## config.mk

```make
export PLATFORM = sky130hd
export DESIGN_NAME = clk_period_meter
export DESIGN_NICKNAME = d
export VERILOG_FILES = /design/src/rtl/clk_meas_pkg.sv /design/src/rtl/sync_edge_det.sv /design/src/rtl/clk_period_meter.sv
export SDC_FILE = /design/constraint.sdc
export NUM_CORES = 1
export LEC_CHECK = 0
export CAP_MARGIN = 30
export CORE_ASPECT_RATIO = 2
export CORE_MARGIN = 10
export CORE_UTILIZATION = 30
export DETAILED_ROUTE_END_ITERATION = 8
export SETUP_SLACK_MARGIN = 0.5
export SKIP_CTS_REPAIR_TIMING = 1
export SKIP_LAST_GASP = 1
export SLEW_MARGIN = 20
export SYNTH_ARGS = -nofsm -noshare
export SYNTH_HDL_FRONTEND = slang
export SYNTH_SLANG_ARGS = --single-unit
```

## constraint.sdc

```tcl
create_clock -name clk -period 4.45 [get_ports clk]
set_input_delay 0.6675 -clock clk [delete_from_list [all_inputs] [get_ports clk]]
set_output_delay 0.6675 -clock clk [all_outputs]
set_load 0.02 [all_outputs]
```

## src/rtl/clk_meas_pkg.sv

```systemverilog
// Shared constants for the clock period meter and the divider benches.
// State encoding plus default counter width and timeout.
package clk_meas_pkg;

  typedef logic [1:0] state_t;

  localparam state_t IDLE      = 2'd0;
  localparam state_t WAIT_EDGE = 2'd1;
  localparam state_t MEASURE   = 2'd2;
  localparam state_t HOLD      = 2'd3;

  localparam int unsigned CNT_W_DEF       = 32;
  localparam int unsigned TIMEOUT_CYC_DEF = 1_000_000;

endpackage

```

## src/rtl/sync_edge_det.sv

```systemverilog
// Multi-flop synchronizer for an asynchronous level input,
// followed by a history flop for rise/fall detection.
module sync_edge_det #(
  parameter int unsigned SYNC_STAGES = 2
) (
  input  logic clk,
  input  logic rst,
  input  logic sig_in,
  output logic s,
  output logic rise,
  output logic fall
);

  logic [SYNC_STAGES-1:0] r_sync;
  logic                   r_prev;

  always_ff @(posedge clk) begin
    if (rst) begin
      r_sync <= '0;
      r_prev <= 1'b0;
    end else begin
      r_sync <= {r_sync[SYNC_STAGES-2:0], sig_in};
      r_prev <= r_sync[SYNC_STAGES-1];
    end
  end

  assign s    = r_sync[SYNC_STAGES-1];
  assign rise = s & ~r_prev;
  assign fall = ~s & r_prev;

endmodule

```

## src/rtl/clk_period_meter.sv

```systemverilog
// Measures period and high time of a slow input in clk cycles,
// one measurement per start, result returned via valid/ready.
module clk_period_meter
  import clk_meas_pkg::*;
#(
  parameter int unsigned CNT_W       = CNT_W_DEF,
  parameter int unsigned TIMEOUT_CYC = TIMEOUT_CYC_DEF,
  parameter int unsigned SYNC_STAGES = 2
) (
  input  logic             clk,
  input  logic             rst,
  input  logic             sig_in,
  input  logic             start,
  input  logic             res_ready,
  output logic             res_valid,
  output logic [CNT_W-1:0] period,
  output logic [CNT_W-1:0] high_time,
  output logic             timeout,
  output logic             busy
);

  state_t           r_state;
  state_t           w_next;
  logic [CNT_W-1:0] r_cnt;
  logic [CNT_W-1:0] r_period;
  logic [CNT_W-1:0] r_high;
  logic [CNT_W-1:0] r_high_sh;
  logic             r_timeout;
  logic             w_s;
  logic             w_rise;
  logic             w_fall;
  logic             w_cnt_max;
  logic             w_to;

  sync_edge_det #(
    .SYNC_STAGES(SYNC_STAGES)
  ) u_sync (
    .clk   (clk),
    .rst   (rst),
    .sig_in(sig_in),
    .s     (w_s),
    .rise  (w_rise),
    .fall  (w_fall)
  );

  assign w_cnt_max = (r_cnt == CNT_W'(TIMEOUT_CYC));
  assign w_to      = ((r_state == WAIT_EDGE) || (r_state == MEASURE))
                     && !w_rise && w_cnt_max;

  always_ff @(posedge clk) begin
    if (rst) r_state <= IDLE;
    else     r_state <= w_next;
  end

  always_comb begin
    w_next = r_state;
    unique case (r_state)
      IDLE:      if (start) w_next = WAIT_EDGE;
      WAIT_EDGE: begin
        if (w_rise)    w_next = MEASURE;
        else if (w_to) w_next = IDLE;
      end
      MEASURE:   begin
        if (w_rise)    w_next = HOLD;
        else if (w_to) w_next = IDLE;
      end
      HOLD:      if (res_ready) w_next = IDLE;
      default:   w_next = IDLE;
    endcase
  end

  always_comb begin
    res_valid = (r_state == HOLD);
    busy      = (r_state != IDLE);
    timeout   = r_timeout;
    period    = r_period;
    high_time = r_high;
  end

  // High time is staged so an aborted measurement leaves results untouched
  always_ff @(posedge clk) begin
    if (rst) begin
      r_cnt     <= '0;
      r_period  <= '0;
      r_high    <= '0;
      r_high_sh <= '0;
      r_timeout <= 1'b0;
    end else begin
      r_timeout <= w_to;
      unique case (r_state)
        IDLE:      if (start) r_cnt <= CNT_W'(1);
        WAIT_EDGE: r_cnt <= w_rise ? CNT_W'(1) : r_cnt + CNT_W'(1);
        MEASURE:   begin
          r_cnt <= r_cnt + CNT_W'(1);
          if (w_fall && !w_s) r_high_sh <= r_cnt;
          if (w_rise) begin
            r_period <= r_cnt;
            r_high   <= r_high_sh;
          end
        end
        default:   ;
      endcase
    end
  end

endmodule

```

==> results of run 1 <==
[cells in the final DEF (no fill, tap or decap), types with 3 or more instances in the layout]
cell	instances
nor2b_1	7
inv_1	10
nor4_1	8
clkbuf_16	17
mux2i_1	3
nor2_1	32
xor2_1	10
or4_1	6
dfxtp_1	134
and3_1	3
nand2_1	216
nand3_1	18
o211ai_1	4
nor3_1	6
inv_6	3
clkinv_4	6
clkdlybuf4s50_1	70
nand4_1	15
nor4b_1	6
a21oi_1	104
a31oi_1	3
ha_1	7
or3_1	4
xnor2_1	7
buf_4	6
[worst max-delay path, delay by kind of cell, from the launching register on]
| family | cells | cell delay [ns] |
|---|---|---|
| adders and majority gates | 1 | 0.27 |
| buffers and inverters | 3 | 0.85 |
| DFF | 1 | 0.41 |
[cells by family after synthesis]
| logic type | count (synthesis) | synth area share [%] |
|---|---|---|
| AOI/OAI and AO/OA | 125 | 12.69 |
| xor gates and xnor gates | 17 | 2.741 |
| adders and majority gates | 7 | 1.612 |
| buffers and inverters | 62 | 4.422 |
| DFF | 134 | 49.38 |
| muxes | 4 | 0.7600 |
| and+or+nand+nor | 339 | 28.40 |
[registers in the layout, summed over array words and instances, names as in the netlist]
name	count
r_cnt	32
r_state	2
period	32
u_sync.r_sync	2
high_time	32
r_high_sh	32
timeout	1
u_sync.r_prev	1
[power by group through the flow]
stage	clock network [W]	registers (W)	logic, W
detailed placement	0	0.00124	0.0000912
finish	0.00136	0.00122	0.0000920
CTS	0.00139	0.00122	0.0000918
global placement	0	0.00124	0.0000901
global route	0.00144	0.00122	0.000101
floorplan	0	0.00124	0.0000669
[per-layer routing]
layer	global-route usage (%)	vias to the layer above	part of all wire (%)
met5	0	-	0
met4	6.003	0	2.7
met3	3.271	27	5.0
met2	21.76	122	52
met1	13.19	2224	40
li1	-	2398	-
[through the flow]
| stage | power, W | setup slack, ns |
|---|---|---|
| 3_3_place_gp | 0.001334 | 1.793 |
| 6_report | 0.002673 | 1.834 |
| 2_1_floorplan | 0.001304 | 2.257 |
| 3_5_place_dp | 0.001335 | 1.743 |
| 4_1_cts | 0.002701 | 1.810 |
| 5_1_grt | 0.002761 | 1.736 |
[final cells by class]
type,count,area [um2],area share (%)
inverters,10,37.54,0.5497
well taps,213,266.5,3.903
flip-flops and latches,134,2683,39.28
clock inverters,14,146.4,2.144
clock buffers,18,429.2,6.284
repair buffers,77,750.7,10.99
multi-input cells,492,2516,36.84
[path summary, 6_finish.rpt]
path | end | slack (ns) | cells past startpoint
worst max-delay path | busy | 1.83 | 4
worst min-delay path | u_sync.r_sync[1]$_SDFF_PP0_ | 0.45 | 1
worst max register to register | r_cnt[12]$_SDFFE_PP0P_ | 1.99 | 7
worst min register to register | u_sync.r_sync[1]$_SDFF_PP0_ | 0.45 | 1
==> results.md, run 1 <==
- YS warnings: 0
- Reg clk slew, reported paths: 0.07 ns
- RSZ-0062 raised after global routing: false
- Initial Utilization: 30.55%
- Total gr overflow: 0
- # setup viols final: 0
- Vias/cell: 4.980
- Crit-path max cell delay: 0.62 ns
- Tmin final: 2.616 ns
- # diodes: 0
- Post-route cell area: 0.006829 mm2
- Clk network pwr share: 51.0%
- Leak pwr: 2.189 nW
- Top cell by count, worst path: inv_1
- Area delta synth->final: 25.70%
- Worst Setup Start Kind: flop
- Layout Utilization: 38.40%
- CTS Buf Count: 17
- PwrDens: 391.4 mW/mm2
- Async S/R FF share, synth: 0%
- IO Port Bufs: 71
- First-pass GRT wire length: 24120 um
- Antenna viol nets, final: 0
- Fmax: 382.3 MHz
- Clk root buf: clkbuf_16
- Top FF cell, synth: dfxtp_1
- Yosys top cell area share: 49.38%
- Global Route Usage Sum: 12.39%
- Setup crit start: r_state[0]$_SDFFE_PP0P_
- Net Sw Power: 0.0006518 W
- Placed Area: 0.006254 mm2
- Count of non-filler cells in the finished layout: 958
- FP Rows: 69
- Int Pwr: 0.002021 W
- Final hold vios: 0
- Core Footprint: 0.01778 mm2
- Arrival time at the worst endpoint: 1.95 ns
- Most frequent cell after synthesis: nand2_1
- Layout fillers: 1843
- Routed wire length per instance: 15.68 um
- Area of the die: 0.02422 mm2
- HP Start: u_sync.r_sync[0]$_SDFF_PP0_
- Switching Fraction: 24.39%
- Io pins: 72
- Setup TNS Final: 0 ns
- HP Class: reg2reg
- Fraction of layout cells with a size suffix above 1: 6.711%
- Worst-margin pin slew: 0.8843 ns
- Post-synthesis sequential area ratio: 49.38%
- Sequential group share of total power: 45.6%
- Die Height: 210.3 um
- Comb pwr share: 3.4%
- DP HPWL: 10590 um
- Sink Count: 134
- # H-tree levels: 4
- Syn_area_per_cell: 7.896 um2
- Syn Nets: 700
- Vias in the first global route: 4506
- TritonCTS clock tree: done
- Cell type with the highest aggregate area in the netlist: dfxtp_1
- Mapped cell area: 0.005433 mm2
- Final Cycle Share: 58.78%
- Die X: 115.2 um
- CP cell instances: inv_1, ha_1, inv_1, clkdlybuf4s50_1
- GPL Wtd Cong: 0.9516
- Max Cap Violations: 0
- CP Max Fanout: 5
- Pin count of the biggest net entering global routing: 68
- Post-placement cell count: 926
- Critical R2R Launch: r_state[0]$_SDFFE_PP0P_
- Seq cells post-synth: 134
- Final wirelength: 15020 um
- Initial antenna violation count: 0
- Max stage delay cell, worst path: clkdlybuf4s50_1
- Yosys cell types: 48
- CP Class: reg2out
- Final count of pins violating max slew: 0
- Commonest cells post-synth: nand2_1, dfxtp_1, a21oi_1, clkbuf_1, nor2_1
- Slew Limit Headroom: 40.25%
- Status: complete, no violations
- Clk Latency, worst-skew pair: 0.42 ns
- Final Skew: 0.008993 ns
- DR pass1 iterations: 5
- DRC: 0
- Routed vias: 4771
- Clock tree buffer depth: 2
- Peak VDD IR: 0.2036 mV
- Iter 0 DRT Violations: 298
- Largest cells by area after synthesis: dfxtp_1, nand2_1, a21oi_1
- Mapped Cells: 688
- Critical Path RT: 3.78 ns
- Final #Nets: 744
- Number of synthesized flops with an enable pin: 0
- Crit end category: output port
- Worst hold slack: 0.4477 ns
Note: power is estimated with default switching activity, not from simulation.
==> run 2: changes to the inputs <==
==> constraint.sdc (replaced) <==
create_clock -name clk -period 2.6 [get_ports clk]
set_input_delay 0.39 -clock clk [delete_from_list [all_inputs] [get_ports clk]]
set_output_delay 0.39 -clock clk [all_outputs]
set_load 0.02 [all_outputs]
==> results.md, run 2 (synthesized netlist as in run 1, its figures left out) <==
- Status: complete, no violations
- Final Cycle Share: 78.12%
- Total gr overflow: 0
- Leak pwr: 2.498 nW
- Placed Area: 0.006441 mm2
- Met3 Usage GRT: 3.157%
- Layout Utilization: 41.29%
- Critical Path RT: 2.96 ns
- Arrival time at the worst endpoint: 2.39 ns
- # H-tree levels: 4
- Setup TNS Final: 0 ns
- HP Class: in2reg
- Die Height: 210.3 um
- DP HPWL: 11350 um
- Max Cap Violations: 0
- Global Route Usage Sum: 13.16%
- Tmin final: 2.031 ns
- Commonest non-fill, non-tap cell in the layout: nand2_1
- Post-route cell area: 0.007343 mm2
- GPL Wtd Cong: 0.9317
- Layout fillers: 1800
- Crit end category: flop
- Io pins: 72
- Reg clk slew, reported paths: 0.06 ns
- Pin count of the biggest net entering global routing: 70
- Worst Setup Start Kind: flop
- Worst-margin pin slew: 0.7245 ns
- # setup viols final: 0
- Peak VDD IR: 0.3873 mV
- Routing usage on met2: 22.87%
- Initial Utilization: 30.55%
- Core Footprint: 0.01778 mm2
- DR pass1 iterations: 6
- Die X: 115.2 um
- # diodes: 0
- Initial antenna violation count: 0
- Final hold vios: 0
- Area delta synth->final: 35.17%
- RSZ-0062 raised after global routing: false
- Reg-to-reg slack, setup: 0.57 ns
- Place WS: 0.3230 ns
- Final setup margin: 0.5688 ns
- Area of the die: 0.02422 mm2
- Fmax: 492.3 MHz
- Clk Latency, worst-skew pair: 0.42 ns
- Final Skew: 0.009435 ns
- CTS Buf Count: 17
- Most used routing layer in global routing: met2
- Routed wire length per instance: 16.13 um
- First-pass GRT wire length: 25570 um
- Vias in the first global route: 4849
- Final #Nets: 777
- Final wirelength: 15980 um
- Vias/cell: 5.003
- GR Util met1: 13.71%
- Iter 0 DRT Violations: 299
- TritonCTS clock tree: done
- Fraction of layout cells with a size suffix above 1: 13.24%
- Clock tree buffer depth: 2
- PwrDens: 710.9 mW/mm2
- Sink Count: 134
- Most frequent cells in the layout: nand2_1, dfxtp_1, a21oi_1, clkdlybuf4s50_1, buf_4
- CP Class: reg2reg
- DRC: 0
- IO Port Bufs: 71
- Routed vias: 4958
- CP Max Fanout: 5
- Overall power: 0.005221 W
- Antenna viol nets, final: 0
- Slew Limit Headroom: 51.70%
- FP Rows: 69
- Final count of pins violating max slew: 0
- Clk root buf: clkbuf_16
-- run 2: changes by cell type in the layout (fill, tap and decap cells not counted), sizes merged --
cell / delta
clkinv: -5
dlymetal6s2s: +2
buf: +33
bufinv: +7
clkdlybuf4s50: -2
clkinvlp: -2
-- run 2: final timing paths --
check | startpoint | to | cells past startpoint
worst max register to register | r_cnt[18]$_SDFFE_PP0P_ | r_cnt[24]$_SDFFE_PP0P_ | 5
worst min register to register | r_high_sh[5]$_SDFFE_PP0P_ | high_time[5]$_SDFFE_PP0P_ | 2
worst min-delay path | rst | period[14]$_SDFFE_PP0P_ | 2
worst max-delay path | r_cnt[18]$_SDFFE_PP0P_ | r_cnt[24]$_SDFFE_PP0P_ | 5
-- run 2: cell type report --
class	instances	area (um2)	area share, %
clock buffer	18	429.2	5.844
clock inverter	14	292.8	3.987
inverter	10	37.54	0.5112
multi-input combinational	492	2560	34.86
sequential	134	2729	37.16
tap	213	266.5	3.629
timing repair buffer	110	1028	14.01
-- run 2: routing by layer --
| layer | vias up | share of wire, % |
|---|---|---|
| met2 | 142 | 52 |
| met1 | 2303 | 38 |
| met4 | 0 | 4.6 |
| met5 | - | 0 |
| li1 | 2467 | - |
| met3 | 46 | 5.4 |
-- run 2: worst max-delay path: stages, from the launching register on --
cell	delay, ns
dfxtp_4	0.38
nand4_1	0.12
or4_4	0.58
or3_4	0.40
or4_4	0.41
nand3_1	0.09
-- run 2: through the flow --
step	instances	hold slack, ns
2_1_floorplan	688	0.4138
3_3_place_gp	945	0.4390
3_5_place_dp	946	0.4380
4_1_cts	978	0.4186
5_1_grt	991	0.4400
6_report	991	0.4193
-- run 2: power by group --
group	total (W)	internal, W	switching (W)
clock network	0.00296	0.00201	0.000947
logic	0.000198	0.0000712	0.000127
registers	0.00207	0.00205	0.0000125
total	0.00522	0.00413	0.00109
==> run 3: changes to the inputs <==
==> constraint.sdc (replaced) <==
create_clock -name clk -period 1.9 [get_ports clk]
set_input_delay 0.285 -clock clk [delete_from_list [all_inputs] [get_ports clk]]
set_output_delay 0.285 -clock clk [all_outputs]
set_load 0.02 [all_outputs]
==> results.md, run 3 (synthesized netlist as in run 1, its figures left out) <==
- Count of non-filler cells in the finished layout: 1064
- Worst Setup Start Kind: flop
- Final wirelength: 19370 um
- Final hold vios: 0
- Arrival time at the worst endpoint: 2.34 ns
- Final Skew: 0.01232 ns
- CP Class: reg2reg
- DP HPWL: 11920 um
- HP Class: in2reg
- FP Rows: 69
- Total gr overflow: 0
- Max Cap Violations: 0
- DR pass1 iterations: 4
- Final setup margin: -0.07521 ns
- R2R depth: 5
- Slew Limit Headroom: 63.30%
- Sink Count: 134
- Final count of pins violating max slew: 0
- # setup viols final: 4
- Commonest non-fill, non-tap cell in the layout: nand2_1
- Pin count of the biggest net entering global routing: 109
- Fmax: 506.3 MHz
- Area delta synth->final: 60.11%
- CP Max Fanout: 4
- RSZ-0062 raised after global routing: true
- Vias in the first global route: 5081
- Die Height: 210.3 um
- Routed vias: 5332
- Peak VDD IR: 0.5732 mV
- # diodes: 0
- CTS Buf Count: 17
- Setup TNS Final: -0.2176 ns
- Most frequent cells in the layout: nand2_1, dfxtp_1, a21oi_1, buf_4, dlymetal6s2s_1
- Hold depth: 4
- Antenna viol nets, final: 0
- Initial antenna violation count: 0
- Fraction of layout cells with a size suffix above 1: 28.91%
- Routed wire length per instance: 18.21 um
- Reg clk slew, reported paths: 0.07 ns
- HP Start: rst
- Tmin final: 1.975 ns
- Final #Nets: 850
- Final Cycle Share: 104.0%
- Post-placement cell count: 1002
- Overall power: 0.006679 W
- Reg-to-reg slack, setup: -0.08 ns
- Die X: 115.2 um
- Failing checks: setup timing
- Area of the die: 0.02422 mm2
- Worst r2r dst: r_cnt[28]$_SDFFE_PP0P_
- First-pass GRT wire length: 26080 um
- Critical Path RT: 2.26 ns
- Leak pwr: 4.234 nW
- Worst-margin pin slew: 0.5505 ns
- GPL Wtd Cong: 0.8659
- Layout Utilization: 48.91%
- Status: finished, violations left
- Clk Latency, worst-skew pair: 0.42 ns
- # H-tree levels: 4
- DRC: 0
- Crit end category: flop
- Global Route Usage Sum: 13.52%
- Io pins: 72
- Core Footprint: 0.01778 mm2
- Initial Utilization: 30.55%
- Critical R2R Launch: r_cnt[12]$_SDFFE_PP0P_
- Vias/cell: 5.011
- PwrDens: 767.8 mW/mm2
- Clock tree buffer depth: 2
- Worst hold slack: 0.3885 ns
- Worst Hold End: r_cnt[29]$_SDFFE_PP0P_
- Clk root buf: clkbuf_16
- TritonCTS clock tree: done
- Iter 0 DRT Violations: 269
- IO Port Bufs: 71
run 3: worst max-delay path by stage:
stage | startpoint | end | slack [ns] | cells after the start
CTS | r_state[1]$_SDFFE_PP0P_ | busy | -0.13 | 4
detailed placement | r_state[0]$_SDFFE_PP0P_ | r_cnt[28]$_SDFFE_PP0P_ | -0.07 | 7
global route | r_cnt[3]$_SDFFE_PP0P_ | r_cnt[28]$_SDFFE_PP0P_ | -0.11 | 5
global placement | r_cnt[13]$_SDFFE_PP0P_ | r_state[1]$_SDFFE_PP0P_ | -0.08 | 7
floorplan | r_state[0]$_SDFFE_PP0P_ | r_cnt[28]$_SDFFE_PP0P_ | -0.09 | 8
finish | r_cnt[12]$_SDFFE_PP0P_ | r_cnt[28]$_SDFFE_PP0P_ | -0.08 | 5
run 3: report_power, final:
part | internal (W) | switching (W)
Combinational | 0.000225 | 0.000246
Clock | 0.00207 | 0.00129
Sequential | 0.00282 | 0.0000215
Total | 0.00512 | 0.00156
run 3: layout make-up:
type / count / area, um2
clock inverters: 14 / 173.9
repair buffers: 180 / 2013
fillers: 1632 / 9086
flip-flops and latches: 134 / 2705
well taps: 213 / 266.5
multi-input cells: 495 / 3068
clock buffers: 18 / 429.2
inverters: 10 / 42.54
run 3: worst max-delay path, cell delays in order, from the launching register on:
cell and delay [ns]:
dfxtp_4 0.37, nand4_4 0.10, or4_4 0.59, or3_4 0.35, or4_1 0.41, nand3_1 0.08
run 3: routing by layer:
metal	GRT usage, %	share of wire (%)
met1	13.65	35
met2	25.08	56
met3	2.958	3.4
met4	6.432	4.9
met5	0	0
run 3: per-stage QoR:
| stage | area [um2] | setup WS, ns |
|---|---|---|
| after floorplan | 5600 | -0.09455 |
| after global routing | 8698 | -0.1097 |
| after CTS | 7592 | -0.1287 |
| final | 8698 | -0.07521 |
| after global placement | 6989 | -0.07730 |
| after detailed placement | 6989 | -0.06971 |
